File: src/rtl/mem_bus_pkg.sv
// mem_bus_pkg: shared definitions for the CPU/DMA memory bus arbiter.
//   state_t          - arbiter owner encoding, also driven out on the owner port
//   MAX_HOLD_DEFAULT - default number of back-to-back grants one owner may take
//                      while the other port is waiting
package mem_bus_pkg;

    typedef enum logic [1:0] {
        ST_IDLE = 2'd0,
        ST_CPU  = 2'd1,
        ST_DMA  = 2'd2
    } state_t;

    localparam int MAX_HOLD_DEFAULT = 4;

endpackage

File: src/rtl/mem_bus_arbiter.sv
// mem_bus_arbiter: two-port (CPU, DMA) arbiter in front of one synchronous RAM.
//
// Ports
//   clk, reset              - clock; asynchronous active-high reset
//   cpu_req/we/addr/wdata   - CPU access request
//   cpu_gnt                 - access issued to RAM this cycle
//   cpu_rvalid, cpu_rdata   - read data return, one cycle after a granted read
//   dma_*                   - identical port for the DMA engine
//   mem_addr/we/wdata       - shared RAM command (all zero when nobody is granted)
//   mem_rdata               - RAM read data, valid one cycle after the address
//   owner                   - 0 idle, 1 CPU, 2 DMA
//
// Parameter MAX_HOLD (1..15): max consecutive grants to one owner while the
// other port is requesting.
//
// Build option ARB_CPU_PRIORITY_EN: when defined, CPU wins every tie, preempts
// DMA after DMA's current granted cycle and ignores MAX_HOLD. When undefined,
// ties alternate with the last owner and MAX_HOLD applies to both ports.
module mem_bus_arbiter
    import mem_bus_pkg::*;
#(
    parameter int MAX_HOLD = MAX_HOLD_DEFAULT
) (
    input  logic        clk,
    input  logic        reset,
    input  logic        cpu_req,
    input  logic        cpu_we,
    input  logic [15:0] cpu_addr,
    input  logic [7:0]  cpu_wdata,
    output logic        cpu_gnt,
    output logic        cpu_rvalid,
    output logic [7:0]  cpu_rdata,
    input  logic        dma_req,
    input  logic        dma_we,
    input  logic [15:0] dma_addr,
    input  logic [7:0]  dma_wdata,
    output logic        dma_gnt,
    output logic        dma_rvalid,
    output logic [7:0]  dma_rdata,
    output logic [15:0] mem_addr,
    output logic        mem_we,
    output logic [7:0]  mem_wdata,
    input  logic [7:0]  mem_rdata,
    output logic [1:0]  owner
);

`ifdef ARB_CPU_PRIORITY_EN
    localparam bit CPU_PRIO = 1'b1;
`else
    localparam bit CPU_PRIO = 1'b0;
`endif

    localparam logic [3:0] HOLD_MAX  = 4'(MAX_HOLD);
    localparam logic [3:0] HOLD_LAST = 4'(MAX_HOLD - 1);

    function automatic logic [3:0] hold_sat_inc(input logic [3:0] cnt, input logic [3:0] lim);
        hold_sat_inc = (cnt >= lim) ? lim : cnt + 4'd1;
    endfunction

    state_t     state, state_nxt, last_owner;
    logic [3:0] hold_cnt;
    logic       hold_last;
    logic       cpu_vld_p1, dma_vld_p1;
    logic [7:0] cpu_rdata_p1, dma_rdata_p1;

    assign cpu_gnt = (state == ST_CPU) && cpu_req;
    assign dma_gnt = (state == ST_DMA) && dma_req;
    assign owner   = state;

    // ">=" rather than "==": a counter that saturated while the other port was
    // idle must still yield as soon as the other port starts requesting.
    assign hold_last = (hold_cnt >= HOLD_LAST);

    always_comb begin
        state_nxt = state;
        case (state)
            ST_IDLE: begin
                if (cpu_req && dma_req)
                    state_nxt = (CPU_PRIO || last_owner == ST_DMA) ? ST_CPU : ST_DMA;
                else if (cpu_req)
                    state_nxt = ST_CPU;
                else if (dma_req)
                    state_nxt = ST_DMA;
            end
            ST_CPU: begin
                if (!cpu_req)
                    state_nxt = dma_req ? ST_DMA : ST_IDLE;
                else if (dma_req && !CPU_PRIO && hold_last)
                    state_nxt = ST_DMA;
            end
            ST_DMA: begin
                if (!dma_req)
                    state_nxt = cpu_req ? ST_CPU : ST_IDLE;
                else if (cpu_req && (CPU_PRIO || hold_last))
                    state_nxt = ST_CPU;
            end
            default: state_nxt = ST_IDLE;
        endcase
    end

    always_ff @(posedge clk or posedge reset) begin
        if (reset) begin
            state      <= ST_IDLE;
            last_owner <= ST_DMA;
            hold_cnt   <= 4'd0;
        end else begin
            state <= state_nxt;
            if (state != ST_IDLE)
                last_owner <= state;
            if (state_nxt != state)
                hold_cnt <= 4'd0;
            else if (cpu_gnt || dma_gnt)
                hold_cnt <= hold_sat_inc(hold_cnt, HOLD_MAX);
        end
    end

    always_comb begin
        mem_addr  = 16'd0;
        mem_we    = 1'b0;
        mem_wdata = 8'd0;
        if (cpu_gnt) begin
            mem_addr  = cpu_addr;
            mem_we    = cpu_we;
            mem_wdata = cpu_wdata;
        end else if (dma_gnt) begin
            mem_addr  = dma_addr;
            mem_we    = dma_we;
            mem_wdata = dma_wdata;
        end
    end

    // Stage p0 -> p1: granted read in flight; RAM data arrives during p1
    always_ff @(posedge clk or posedge reset) begin
        if (reset) begin
            cpu_vld_p1   <= 1'b0;
            dma_vld_p1   <= 1'b0;
            cpu_rdata_p1 <= 8'd0;
            dma_rdata_p1 <= 8'd0;
        end else begin
            cpu_vld_p1 <= cpu_gnt && !cpu_we;
            dma_vld_p1 <= dma_gnt && !dma_we;
            if (cpu_vld_p1)
                cpu_rdata_p1 <= mem_rdata;
            if (dma_vld_p1)
                dma_rdata_p1 <= mem_rdata;
        end
    end

    // Present RAM data directly in the rvalid cycle, then hold the captured copy.
    assign cpu_rvalid = cpu_vld_p1;
    assign dma_rvalid = dma_vld_p1;
    assign cpu_rdata  = cpu_vld_p1 ? mem_rdata : cpu_rdata_p1;
    assign dma_rdata  = dma_vld_p1 ? mem_rdata : dma_rdata_p1;

endmodule

File: config.mk
export PLATFORM = sky130hd
export DESIGN_NAME = mem_bus_arbiter
export DESIGN_NICKNAME = d
export VERILOG_FILES = /design/src/rtl/mem_bus_pkg.sv /design/src/rtl/mem_bus_arbiter.sv
export SDC_FILE = /design/constraint.sdc
export NUM_CORES = 1
export LEC_CHECK = 0
export BUFFER_PORTS_ARGS = -buffer_cell sky130_fd_sc_hd__clkbuf_2
export CORE_MARGIN = 5
export CORE_UTILIZATION = 36
export CTS_CLUSTER_DIAMETER = 120
export DETAILED_ROUTE_END_ITERATION = 12
export GPL_TIMING_DRIVEN = 0
export PLACE_DENSITY = 0.86
export SYNTH_ARGS = -nofsm -noshare
export SYNTH_HDL_FRONTEND = slang
export SYNTH_SLANG_ARGS = --single-unit
File: constraint.sdc
create_clock -name clk -period 1.21 [get_ports clk]
set_clock_uncertainty 0.05 [all_clocks]
set_input_delay 0.0605 -clock clk [delete_from_list [all_inputs] [get_ports clk]]
set_output_delay 0.0605 -clock clk [all_outputs]
set_load 0.03 [all_outputs]
# After elaboration in Yosys (flattened, before gate mapping)
# Index checks and enable logic that the tools add are counted.
[op_classes] n_addsub=1 mux=22 eq_ne=4 n_bitwise=0 mul=0 div=0 shift=0 magnitude_cmp=2 reduce_logical=13
[op_table] cell="$mux 16" n=2
[op_table] cell="$mux 8" n=4
[op_table] cell="$mux 2" n=9
[op_table] cell="$mux 4" n=3
[op_table] cell="$logic_and 1x1->1" n=7
[op_table] cell="$pmux 2 s3" n=1
[op_table] cell="$add 4x1->4 const B" n=1
[op_table] cell="$eq 2x2->1 const B" n=2
[op_table] cell="$ge 4x2->1 const B" n=1
[op_table] cell="$ge 4x3->1 const B" n=1
[op_table] cell="$reduce_bool 2->1" n=2
[op_table] cell="$mux 1" n=3
[op_table] cell="$eq 2x1->1 const B" n=1
[op_table] cell="$logic_not 1->1" n=2
[op_table] cell="$logic_not 2->1" n=1
[op_table] cell="$ne 2x2->1" n=1
[op_table] cell="$logic_or 1x1->1" n=1
[word_totals] rom_bits=0 inputBits=62 memories=0 ramBits=0 latch_bits=0 ff_bits=26 out_inout_bits=47 word_cells=49

# Longest topological paths before layout
# Gate-level depths: netlist of run 1.
[logic_depth] ltp_word=7 ltp_mapped=6 ltp_nobuf=4

# Worst setup path before layout of run 1
# No wires, ideal clock.
[synth_timing] path_kind="register to output" start="register state[1], in the netlist owner[1]" end="output port mem_addr[10]" stages_incl_launch_ff=6 required_ns=1.099 path_buffers=2 arrival_time_ns=1.530 slack_ns=-0.431 cell_sequence="dfrtp_1 > buf_6 > nand3b_4 > inv_4 > buf_2 > a22o_1"
[synth_rtl] element="start: declaration" line_no="mem_bus_arbiter.sv:60" source="state_t state, state_nxt, last_owner;"
[synth_rtl] element="start signal: assignment" line_no="mem_bus_arbiter.sv:107" source="state <= state_nxt;"
[synth_rtl] element="$eq 2x1->1" line_no="mem_bus_arbiter.sv:66" source="assign cpu_gnt = (state == ST_CPU) && cpu_req;"
[synth_rtl] element="$logic_and 1x1->1" line_no="mem_bus_arbiter.sv:66"
[synth_rtl] element="via cpu_gnt" line_no="mem_bus_arbiter.sv:30" source="output logic cpu_gnt,"
[synth_rtl] element="$mux 16" line_no="mem_bus_arbiter.sv:121" source="if (cpu_gnt) begin"
[synth_rtl] element="end: declaration" line_no="mem_bus_arbiter.sv:40" source="output logic [15:0] mem_addr,"
# The timed path passes the listed nets, and every way through them passes these cells.

# Final worst setup path of run 1
[layout_timing] start="register state[1], in the netlist owner[1]" end="output port mem_addr[5]"
[layout_between] elab_chain_len=4
[layout_rtl] element="$eq 2x2->1" line_no="mem_bus_arbiter.sv:67" source="assign dma_gnt = (state == ST_DMA) && dma_req;"
[layout_rtl] element="$logic_and 1x1->1" line_no="mem_bus_arbiter.sv:67"
[layout_rtl] element="$mux 16" line_no="mem_bus_arbiter.sv:125" source="end else if (dma_gnt) begin"
[layout_rtl] element="$mux 16 (*)" line_no="mem_bus_arbiter.sv:121"
# Mark *: on every way between the ends. The rest lies on a longest branch, timed or not.

==> reports/metrics.csv, run 1 <==
stage;metric;value;unit
finish;share of cells above drive strength 1;80.93;%
status;status;finished, violations left;
detailed_routing;routed wl met3;381;µm
finish;commonest non-fill, non-tap cell in the layout;clkbuf_2;
yosys;cell count after synthesis;116;
detailed_routing;Top Metal Used;met4;
pwr;power density over cell area;1413;nW/µm²
clock_tree;CTS tree;built;
floorplan;Placeable Area;3744;µm²
clock_tree;# H-tree levels;1;
timing;final setup vio count;50;
yosys;Synth cell types;29;
global_routing;first-pass GRT wire length;8769;µm
clock_tree;clk sinks;26;
placed_design;Final Wtd Congestion;0.7559;
timing;Tmin final;1.667;ns
flow_run;max-cap violations;0;
timing;worst hold slack;-0.04755;ns
global_routing;largest net degree at the start of global routing;27;
yosys;Synth Area per Inst;12.25;µm²
global_routing;total track usage;21.53;%
clock_tree;TritonCTS buffer count;3;
clock_tree;Reg clk slew, reported paths;0.09;ns
yosys;Synth Register Bits;26;
yosys;warning count from the yosys run;0;
placed_design;Port Buffers;108;
timing;final worst slack;-0.4573;ns
finish;final-layout fill cell count;162;
clock_tree;CTS max path bufs;2;
timing;final worst path period share;137.8;%
setup_path;Startpoint Class;flip-flop;
global_routing;grt total ovfl;0;
global_routing;vias in the first global route;1707;
floorplan;Row Count;22;
pwr;Leakage;1.686;nW
yosys;syn nets;179;
detailed_routing;final wirelength;7049;µm
timing;worst slew pin tran;0.9588;ns
global_routing;initial antenna violation count;0;
setup_path;reg-to-reg slack, setup;-0.40;ns
finish;most frequent cells in the layout;clkbuf_2, buf_8, a22o_4;
timing;unrepaired setup endpoints after global routing;true;
timing;Achievable Freq;599.8;MHz
clock_tree;Clk Latency, worst-skew pair;0.27;ns
clock_tree;CTS root buffer;clkbuf_8;
placed_design;DP Wirelength;3767;µm
pwr;Max IR drop VDD;1271;µV
setup_path;worst endpoint data arrival time;1.56;ns
timing;Final Slew Violations;0;
finish;non-filler cells, final;305;
detailed_routing;vias per cell;5.590;
worst_hold_path;Hold WC Path Type;in -> async;
setup_path;worst flop-to-flop path startpoint;owner[1]$_DFF_PP0_;
detailed_routing;Detail Route Antenna Nets;0;
setup_path;RR Endpoint;hold_cnt[3]$_DFFE_PP0P_;
finish;Ant. Diodes;0;
detailed_routing;M1 WL;2391;µm
detailed_routing;TritonRoute pass-1 iters;4;
setup_path;critical path type;reg -> out;
detailed_routing;DR WL met2;3913;µm
yosys;Netlist Area Pre-Place;1421;µm²
floorplan;I/O pin count;109;
floorplan;die area;5305;µm²
detailed_routing;Iteration-0 DRC Markers;50;
finish;area growth from synthesis to layout;130.7;%
detailed_routing;drt drc;0;
timing;Rel. slew slack;36.01;%
setup_path;CP Max Fanout;10;
setup_path;CP endpoint kind;output pin;
yosys;sequential share of the synthesized area;45.86;%
status;failing checks;hold timing, setup timing;
floorplan;initial core utilization;37.97;%
detailed_routing;post-DR wirelength/cell;23.11;µm
placed_design;Place WS;-0.2860;ns
detailed_routing;total number of vias;1705;
floorplan;die width;72.84;µm
setup_path;reg2reg path depth;5;
timing;Hold Vio Cnt, Final;25;
finish;Nets;321;
floorplan;die height;72.84;µm
setup_path;WP data required;1.10;ns
placed_design;Placed Cells;272;
-- registers in the layout, indices dropped and copies added (netlist names) --
register / count
cpu_rdata_p1: 8
dma_rdata_p1: 8
hold_cnt: 4
last_owner: 2
owner: 2
cpu_rvalid: 1
dma_rvalid: 1
-- worst max-delay path, stage by stage (launching register included) --
cell and delay, ns:
dfrtp_2 0.44, buf_4 0.15, nand3b_4 0.10, inv_8 0.06, buf_12 0.15, a22o_4 0.23
buf_8 0.14
-- cell families (layout without fill, tap and decap cells) --
group | after synthesis | count (layout) | synth area share (%)
fa+ha+maj | 1 | 1 | 0.8801
simple gates | 16 | 16 | 10.39
buf+inv | 17 | 158 | 7.130
compound gates | 40 | 40 | 23.06
flops | 26 | 26 | 45.86
mux | 16 | 16 | 12.68
-- where the power goes --
part           leakage [nW]  total (mW)  switching, mW  internal, mW
combinational          1.33        2.73           1.28          1.45
clock                0.0357       0.716          0.273         0.443
sequential            0.316        1.19         0.0946          1.09
total                  1.69        4.63           1.65          2.98
-- per-layer routing --
metal  vias up  global-route usage [%]
met2       102                   40.28
li1        728                       -
met3        26                   4.821
met5         -                       0
met1       849                   23.28
met4         0                   8.197
-- stage by stage --
| step | setup TNS [ns] | power (mW) | hold slack (ns) | util [%] | cell area, µm² |
|---|---|---|---|---|---|
| detailed placement | -6.961 | 2.955 | 0.2128 | 62.83 | 2352 |
| floorplan | -4.362 | 2.477 | 0.04950 | - | 1752 |
| CTS | -15.75 | 4.203 | -0.03745 | 80.58 | 3017 |
| finish | -16.49 | 4.634 | -0.04755 | 87.60 | 3279 |
| global route | -18.49 | 4.815 | 0.01134 | 87.60 | 3279 |
| global placement | -6.299 | 2.910 | 0.2120 | 62.83 | 2352 |
-- worst max path at each step --
| stage | startpoint | end | slack [ns] | cells past startpoint |
|---|---|---|---|---|
| 2_1_floorplan | owner[1]$_DFF_PP0_ | owner[1]$_DFF_PP0_ | -0.25 | 4 |
| 3_3_place_gp | owner[1]$_DFF_PP0_ | mem_wdata[7] | -0.22 | 6 |
| 3_5_place_dp | hold_cnt[0]$_DFFE_PP0P_ | hold_cnt[2]$_DFFE_PP0P_ | -0.29 | 4 |
| 4_1_cts | owner[1]$_DFF_PP0_ | mem_addr[10] | -0.44 | 6 |
| 5_1_grt | owner[1]$_DFF_PP0_ | mem_addr[4] | -0.49 | 6 |
| 6_report | owner[1]$_DFF_PP0_ | mem_addr[5] | -0.46 | 6 |
-- synth_stat cells, drive strengths merged --
library cell / n / area share (%)
nor2: 4 / 1.1
a21o: 2 / 1.1
dfstp: 1 / 1.8
buf: 8 / 4.6
inv: 7 / 2.0
o211ai: 1 / 0.53
a22o: 26 / 16
nand3b: 2 / 2.8
nor4b: 1 / 1.1
a221oi: 2 / 1.2
ha: 1 / 0.88
a22oi: 2 / 1.1
nand2b: 1 / 0.44
dfrtp: 25 / 44
nand3: 2 / 0.70
a211oi: 2 / 1.4
o21ai: 5 / 1.8
mux2: 16 / 13
and4bb: 1 / 0.88
nor3: 3 / 1.8
clkbuf: 2 / 0.53
nor4: 1 / 0.88
or4b: 1 / 0.70
-- what timing repair did --
action,CTS,global route
endpoints found under the hold margin,27,0
buffers inserted,12,15
setup endpoints to repair,49,50
hold buffers,2,0
pin swaps,3,8
cloned,2,2
resized for setup,104,56
-- final cells by class --
| type | instances | area, µm² | share of cell area, % |
|---|---|---|---|
| buffer | 6 | 100.1 | 3.052 |
| clock buffer | 3 | 41.29 | 1.259 |
| clock inverter | 1 | 30.03 | 0.9157 |
| inverter | 7 | 46.29 | 1.412 |
| multi-input combinational | 73 | 985.9 | 30.06 |
| sequential | 26 | 656.9 | 20.03 |
| tap | 48 | 60.06 | 1.831 |
| timing repair buffer | 141 | 1359 | 41.43 |
(Power assumes the default switching activity.)
==> run 2, diff against run 1 <==
--- a/config.mk
+++ b/config.mk
@@ -7,11 +7,11 @@
 export LEC_CHECK = 0
 export BUFFER_PORTS_ARGS = -buffer_cell sky130_fd_sc_hd__clkbuf_2
 export CORE_MARGIN = 5
-export CORE_UTILIZATION = 36
+export CORE_UTILIZATION = 40
 export CTS_CLUSTER_DIAMETER = 120
 export DETAILED_ROUTE_END_ITERATION = 12
 export GPL_TIMING_DRIVEN = 0
-export PLACE_DENSITY = 0.86
+export PLACE_DENSITY = 0.9
 export SYNTH_ARGS = -nofsm -noshare
 export SYNTH_HDL_FRONTEND = slang
 export SYNTH_SLANG_ARGS = --single-unit
==> constraint.sdc (replaced) <==
create_clock -name clk -period 1.9 [get_ports clk]
set_clock_uncertainty 0.05 [all_clocks]
set_input_delay 0.095 -clock clk [delete_from_list [all_inputs] [get_ports clk]]
set_output_delay 0.095 -clock clk [all_outputs]
set_load 0.03 [all_outputs]
==> run 2 against run 1 <==
Net effect: the run now ends clean; first-iteration DRC count up 2.0%; die area decreased by 8.7%; final cell count fell by 6.6%; power shrank 57%; core utilization down 23 points; via count decreased by 20%; non-clock buffer count decreased by 18; largest power group unchanged; critical path type unchanged; hold slack gained 0.099 ns.
==> reports/metrics.csv, run 2 (same netlist as run 1, synthesis figures left out) <==
stage;metric;value;unit
detailed_routing;Detail Route Antenna Nets;0;
detailed_routing;drt drc;0;
global_routing;largest net degree at the start of global routing;27;
timing;worst slew pin tran;0.8995;ns
detailed_routing;final wirelength;4254;µm
finish;area growth from synthesis to layout;54.93;%
setup_path;CP bufs+invs;4;
detailed_routing;TritonRoute pass-1 iters;4;
finish;commonest non-fill, non-tap cell in the layout;clkbuf_2;
detailed_routing;total number of vias;1365;
pwr;Leakage;1.209;nW
finish;Ant. Diodes;0;
clock_tree;CTS tree;built;
timing;Tmin final;1.809;ns
floorplan;die width;69.61;µm
status;status;completed;
detailed_routing;Iteration-0 DRC Markers;51;
timing;final worst path period share;95.23;%
setup_path;CP endpoint kind;output pin;
global_routing;initial antenna violation count;0;
setup_path;reg-to-reg slack, setup;0.40;ns
setup_path;worst endpoint data arrival time;1.66;ns
timing;Achievable Freq;552.7;MHz
setup_path;largest stage delay on the critical path;0.41;ns
detailed_routing;post-DR wirelength/cell;14.93;µm
flow_run;max-cap violations;0;
finish;most frequent cells in the layout;clkbuf_2, a22o_1, dfrtp_1;
placed_design;Final Wtd Congestion;0.7591;
placed_design;Port Buffers;108;
floorplan;die area;4846;µm²
setup_path;critical path type;reg -> out;
setup_path;crit-path leading delay family;buffers and inverters;
finish;Nets;303;
setup_path;WP data required;1.75;ns
placed_design;DP Wirelength;3473;µm
global_routing;total track usage;17.33;%
clock_tree;clk sinks;26;
finish;share of cells above drive strength 1;60.67;%
detailed_routing;vias per cell;4.789;
finish;largest registers;cpu_rdata_p1 (8), dma_rdata_p1 (8), hold_cnt (4);
setup_path;Critical Path, Cell by Cell;buf_6 -> nand3b_4 -> inv_2 -> buf_4 -> a22o_1 -> clkbuf_4;
worst_hold_path;Hold WC Path Type;in -> reg;
setup_path;slowest cell on the critical path;dfrtp_1;
setup_path;CP Max Fanout;10;
floorplan;Placeable Area;3390;µm²
global_routing;grt total ovfl;0;
floorplan;die height;69.61;µm
timing;final setup vio count;0;
floorplan;initial core utilization;41.93;%
global_routing;first-pass GRT wire length;6831;µm
pwr;total power;1.994;mW
pwr;power density over cell area;905.6;nW/µm²
clock_tree;TritonCTS buffer count;3;
timing;Rel. slew slack;39.97;%
pwr;Max IR drop VDD;707.9;µV
timing;unrepaired setup endpoints after global routing;true;
setup_path;Startpoint Class;flip-flop;
clock_tree;Clk Latency, worst-skew pair;0.32;ns
clock_tree;Reg clk slew, reported paths;0.12;ns
floorplan;I/O pin count;109;
placed_design;dpl cell area;2019;µm²
clock_tree;CTS root buffer;clkbuf_4;
clock_tree;CTS max path bufs;2;
timing;Final Slew Violations;0;
finish;final-layout fill cell count;269;
global_routing;vias in the first global route;1420;
clock_tree;# H-tree levels;1;
timing;Hold Vio Cnt, Final;0;
floorplan;Row Count;21;
finish;Final Cell Area;2202;µm²
run 2: repair_timing:
item | CTS | global route
hold buffers | 11 | 1
endpoints found under the setup margin | 0 | 27
setup buffers | 0 | 0
endpoints found under the hold margin | 41 | 1
resized for setup | 0 | 33
run 2: final timing paths:
check                                     startpoint                        end  cells past startpoint
min in group asynchronous                      reset  dma_rdata_p1[4]$_DFF_PP0_                      3
max in group asynchronous                      reset         owner[0]$_DFF_PP0_                      3
setup reg to reg             hold_cnt[0]$_DFFE_PP0P_    hold_cnt[2]$_DFFE_PP0P_                      4
hold reg to reg            last_owner[1]$_DFFE_PP1N_  last_owner[1]$_DFFE_PP1N_                      2
setup / recovery                  owner[0]$_DFF_PP0_                mem_addr[2]                      6
hold / removal                               cpu_req         owner[1]$_DFF_PP0_                      2
run 2: stage by stage:
step	instances	setup slack [ns]	utilization, %	TNS [ns]	hold slack, ns
after global routing	285	-0.004483	64.97	-0.004483	0.03906
after detailed placement	270	0.3794	59.58	0	0.2272
after global placement	270	0.3925	59.58	0	0.2263
after CTS	285	0.009557	63.90	0	0.005244
after floorplan	116	0.2247	-	0	0.08428
final	285	0.09070	64.97	0	0.05142
run 2: where the power goes:
group	switching, mW	leakage (nW)	internal, mW	total (mW)
clock network	0.146	0.0210	0.117	0.263
logic	0.623	0.866	0.368	0.991
registers	0.0462	0.322	0.694	0.740
total	0.815	1.21	1.18	1.99
run 2: layout make-up:
type	instances	area, µm²	share of cell area, %
flip-flops and latches	26	651.9	29.60
well taps	46	57.56	2.614
plain buffers	9	78.83	3.580
clock buffers	4	36.28	1.648
multi-input cells	73	668.1	30.34
inverters	7	28.78	1.307
repair buffers	120	680.7	30.91
run 2: per-layer routing:
metal,part of all wire (%),up-vias,global-route usage [%]
met5,0,-,0
met4,2.0,0,7.021
met3,2.8,9,3.478
met2,56,23,31.78
met1,39,647,19.41
li1,-,686,-
==> run 3, diff against run 2 <==
==> constraint.sdc (replaced) <==
create_clock -name clk -period 1.9 [get_ports clk]
set_clock_uncertainty 0.05 [all_clocks]
set_input_delay 0.285 -clock clk [delete_from_list [all_inputs] [get_ports clk]]
set_output_delay 0.285 -clock clk [all_outputs]
set_load 0.03 [all_outputs]
==> run 3 against run 2 <==
Net effect: the run now ends with setup timing left; clock power is essentially flat; non-clock buffer count grew 2; power grew 6.3%; first-iteration DRC count shrank 2.0%; sequential share of layout area shrank 3.2 points; design area grew 13%; critical path depth is the same; register-to-register slack lost 0.07 ns; final cell count grew 0.70%; combinational power grew 13%; flip-flop and latch count is the same; largest power group unchanged; global-route usage grew 1.6 points.
==> reports/metrics.csv, run 3 (same netlist as run 1, synthesis figures left out) <==
stage;metric;value;unit
status;status;finished, violations left;
status;failing checks;setup timing;
floorplan;Placeable Area;3390;µm²
clock_tree;Clk Latency, worst-skew pair;0.31;ns
finish;Layout Utilization;73.20;%
detailed_routing;Detail Route Antenna Nets;0;
worst_hold_path;Hold WC Path Type;in -> async;
timing;final worst path period share;100.1;%
detailed_routing;total number of vias;1422;
pwr;power density over cell area;854.7;nW/µm²
setup_path;CP endpoint kind;output pin;
timing;Rel. slew slack;40.30;%
setup_path;CP Launch Point;owner[1]$_DFF_PP0_;
pwr;combinational fraction of design power;52.6;%
placed_design;Port Buffers;108;
placed_design;DP Wirelength;3473;µm
detailed_routing;vias per cell;4.955;
setup_path;reg2reg path depth;5;
global_routing;largest net degree at the start of global routing;27;
clock_tree;clk sinks;26;
clock_tree;# H-tree levels;1;
setup_path;critical path type;reg -> out;
timing;Final Slew Violations;0;
finish;final-layout fill cell count;239;
pwr;Sw Pwr;843.6;µW
timing;final worst slack;-0.001620;ns
finish;area growth from synthesis to layout;74.56;%
finish;most frequent cells in the layout;clkbuf_2, a22o_1, dfrtp_1;
pwr;total power;2.121;mW
clock_tree;CTS tree;built;
detailed_routing;TritonRoute pass-1 iters;4;
detailed_routing;Iteration-0 DRC Markers;50;
timing;Tmin final;1.902;ns
global_routing;first-pass GRT wire length;7383;µm
global_routing;total track usage;18.96;%
clock_tree;TritonCTS buffer count;3;
floorplan;I/O pin count;109;
finish;largest registers;cpu_rdata_p1 (8), dma_rdata_p1 (8), hold_cnt (4);
floorplan;die width;69.61;µm
floorplan;initial core utilization;41.93;%
setup_path;worst endpoint data arrival time;1.57;ns
setup_path;Startpoint Class;flip-flop;
setup_path;worst flop-to-flop path startpoint;owner[0]$_DFF_PP0_;
setup_path;RR Endpoint;owner[1]$_DFF_PP0_;
pwr;switching share of power;39.78;%
timing;unrepaired setup endpoints after global routing;true;
placed_design;Final Wtd Congestion;0.7591;
flow_run;max-cap violations;0;
timing;Hold Vio Cnt, Final;0;
finish;Nets;305;
setup_path;WP data required;1.56;ns
detailed_routing;post-DR wirelength/cell;16.54;µm
setup_path;Worst setup endpoint;mem_wdata[4];
pwr;Int Pwr;1.277;mW
global_routing;grt total ovfl;0;
floorplan;Row Count;21;
clock_tree;Reg clk slew, reported paths;0.12;ns
finish;share of cells above drive strength 1;68.46;%
timing;final setup vio count;2;
floorplan;die height;69.61;µm
global_routing;initial antenna violation count;0;
pwr;Max IR drop VDD;691.4;µV
timing;worst slew pin tran;0.8945;ns
setup_path;CP Max Fanout;6;
finish;Ant. Diodes;0;
detailed_routing;final wirelength;4746;µm
clock_tree;CTS root buffer;clkbuf_4;
finish;commonest non-fill, non-tap cell in the layout;clkbuf_2;
detailed_routing;drt drc;0;
pwr;Seq pwr share;35.1;%
setup_path;reg-to-reg slack, setup;0.33;ns
clock_tree;CTS max path bufs;2;
floorplan;die area;4846;µm²
pwr;Leakage;1.309;nW
pwr;Clock power frac;12.3;%
timing;Achievable Freq;525.9;MHz
global_routing;vias in the first global route;1507;
==> run 3: cell count changes in the layout (fill, tap and decap cells not counted), moves of 7 or more <==
cell / previous run / this run
clkbuf_2: 92 / 83
dlygate4sd3_1: 12 / 0
buf_2: 8 / 0
clkbuf_8: 1 / 12
buf_8: 0 / 16
clkbuf_4: 10 / 3
==> run 3: area by class of cell <==
| type | count | area (µm²) | share of cell area [%] |
|---|---|---|---|
| multi-input cells | 73 | 694.4 | 27.99 |
| well taps | 46 | 57.56 | 2.320 |
| flip-flops and latches | 26 | 654.4 | 26.37 |
| clock buffers | 4 | 36.28 | 1.462 |
| plain buffers | 8 | 97.59 | 3.933 |
| repair buffers | 123 | 904.6 | 36.46 |
| inverters | 7 | 36.28 | 1.462 |
==> run 3: worst max-delay path: stages, from the launching register on <==
cell and delay, ns:
dfrtp_1 0.40, buf_6 0.13, nand3b_4 0.17, inv_6 0.10, buf_6 0.12, a22o_1 0.18, buf_8 0.14
==> run 3: how the worst min path moves through the flow <==
stage                              start                         to  slack (ns)
2_1_floorplan                      reset  cpu_rdata_p1[0]$_DFF_PP0_        0.27
3_3_place_gp   last_owner[1]$_DFFE_PP1N_  last_owner[1]$_DFFE_PP1N_        0.42
3_5_place_dp                      cpu_we       cpu_rvalid$_DFF_PP0_        0.42
4_1_cts                           cpu_we       cpu_rvalid$_DFF_PP0_        0.06
5_1_grt                           cpu_we       cpu_rvalid$_DFF_PP0_        0.04
6_report                           reset  dma_rdata_p1[4]$_DFF_PP0_        0.07
==> run 3: power by group through the flow <==
stage               combinational, mW  sequential (mW)  clock, mW
finish                           1.12            0.745      0.260
global placement                0.959            0.739          0
detailed placement              0.970            0.755          0
floorplan                       0.679            0.748          0
global route                     1.18            0.757      0.304
CTS                              1.09            0.747      0.275
==> run 3: per-layer routing <==
layer	GRT usage, %	wire length [µm]
met5	0	0
met4	7.447	112
met3	3.188	134
met2	36.55	2774
met1	20.21	1725
==> run 3: repair_timing <==
item                                    4_1_cts  5_1_grt
cloned                                        4        0
hold buffers                                  0        0
pin swaps                                    14       16
gates resized for setup                      71       19
setup buffers                                 8        3
endpoints found under the setup margin       43       34
==> run 3: metrics by stage <==
stage / setup slack (ns) / setup TNS [ns] / cell area [µm²] / hold WS (ns) / instances
6_report: -0.001620 / -0.002544 / 2481 / 0.06660 / 287
5_1_grt: -0.09363 / -1.795 / 2481 / 0.04303 / 287
4_1_cts: -0.01996 / -0.07181 / 2412 / 0.06164 / 284
3_5_place_dp: 0.1894 / 0 / 2019 / 0.4172 / 270
3_3_place_gp: 0.2025 / 0 / 2019 / 0.4160 / 270
2_1_floorplan: 0.03465 / 0 / 1421 / 0.2743 / 116
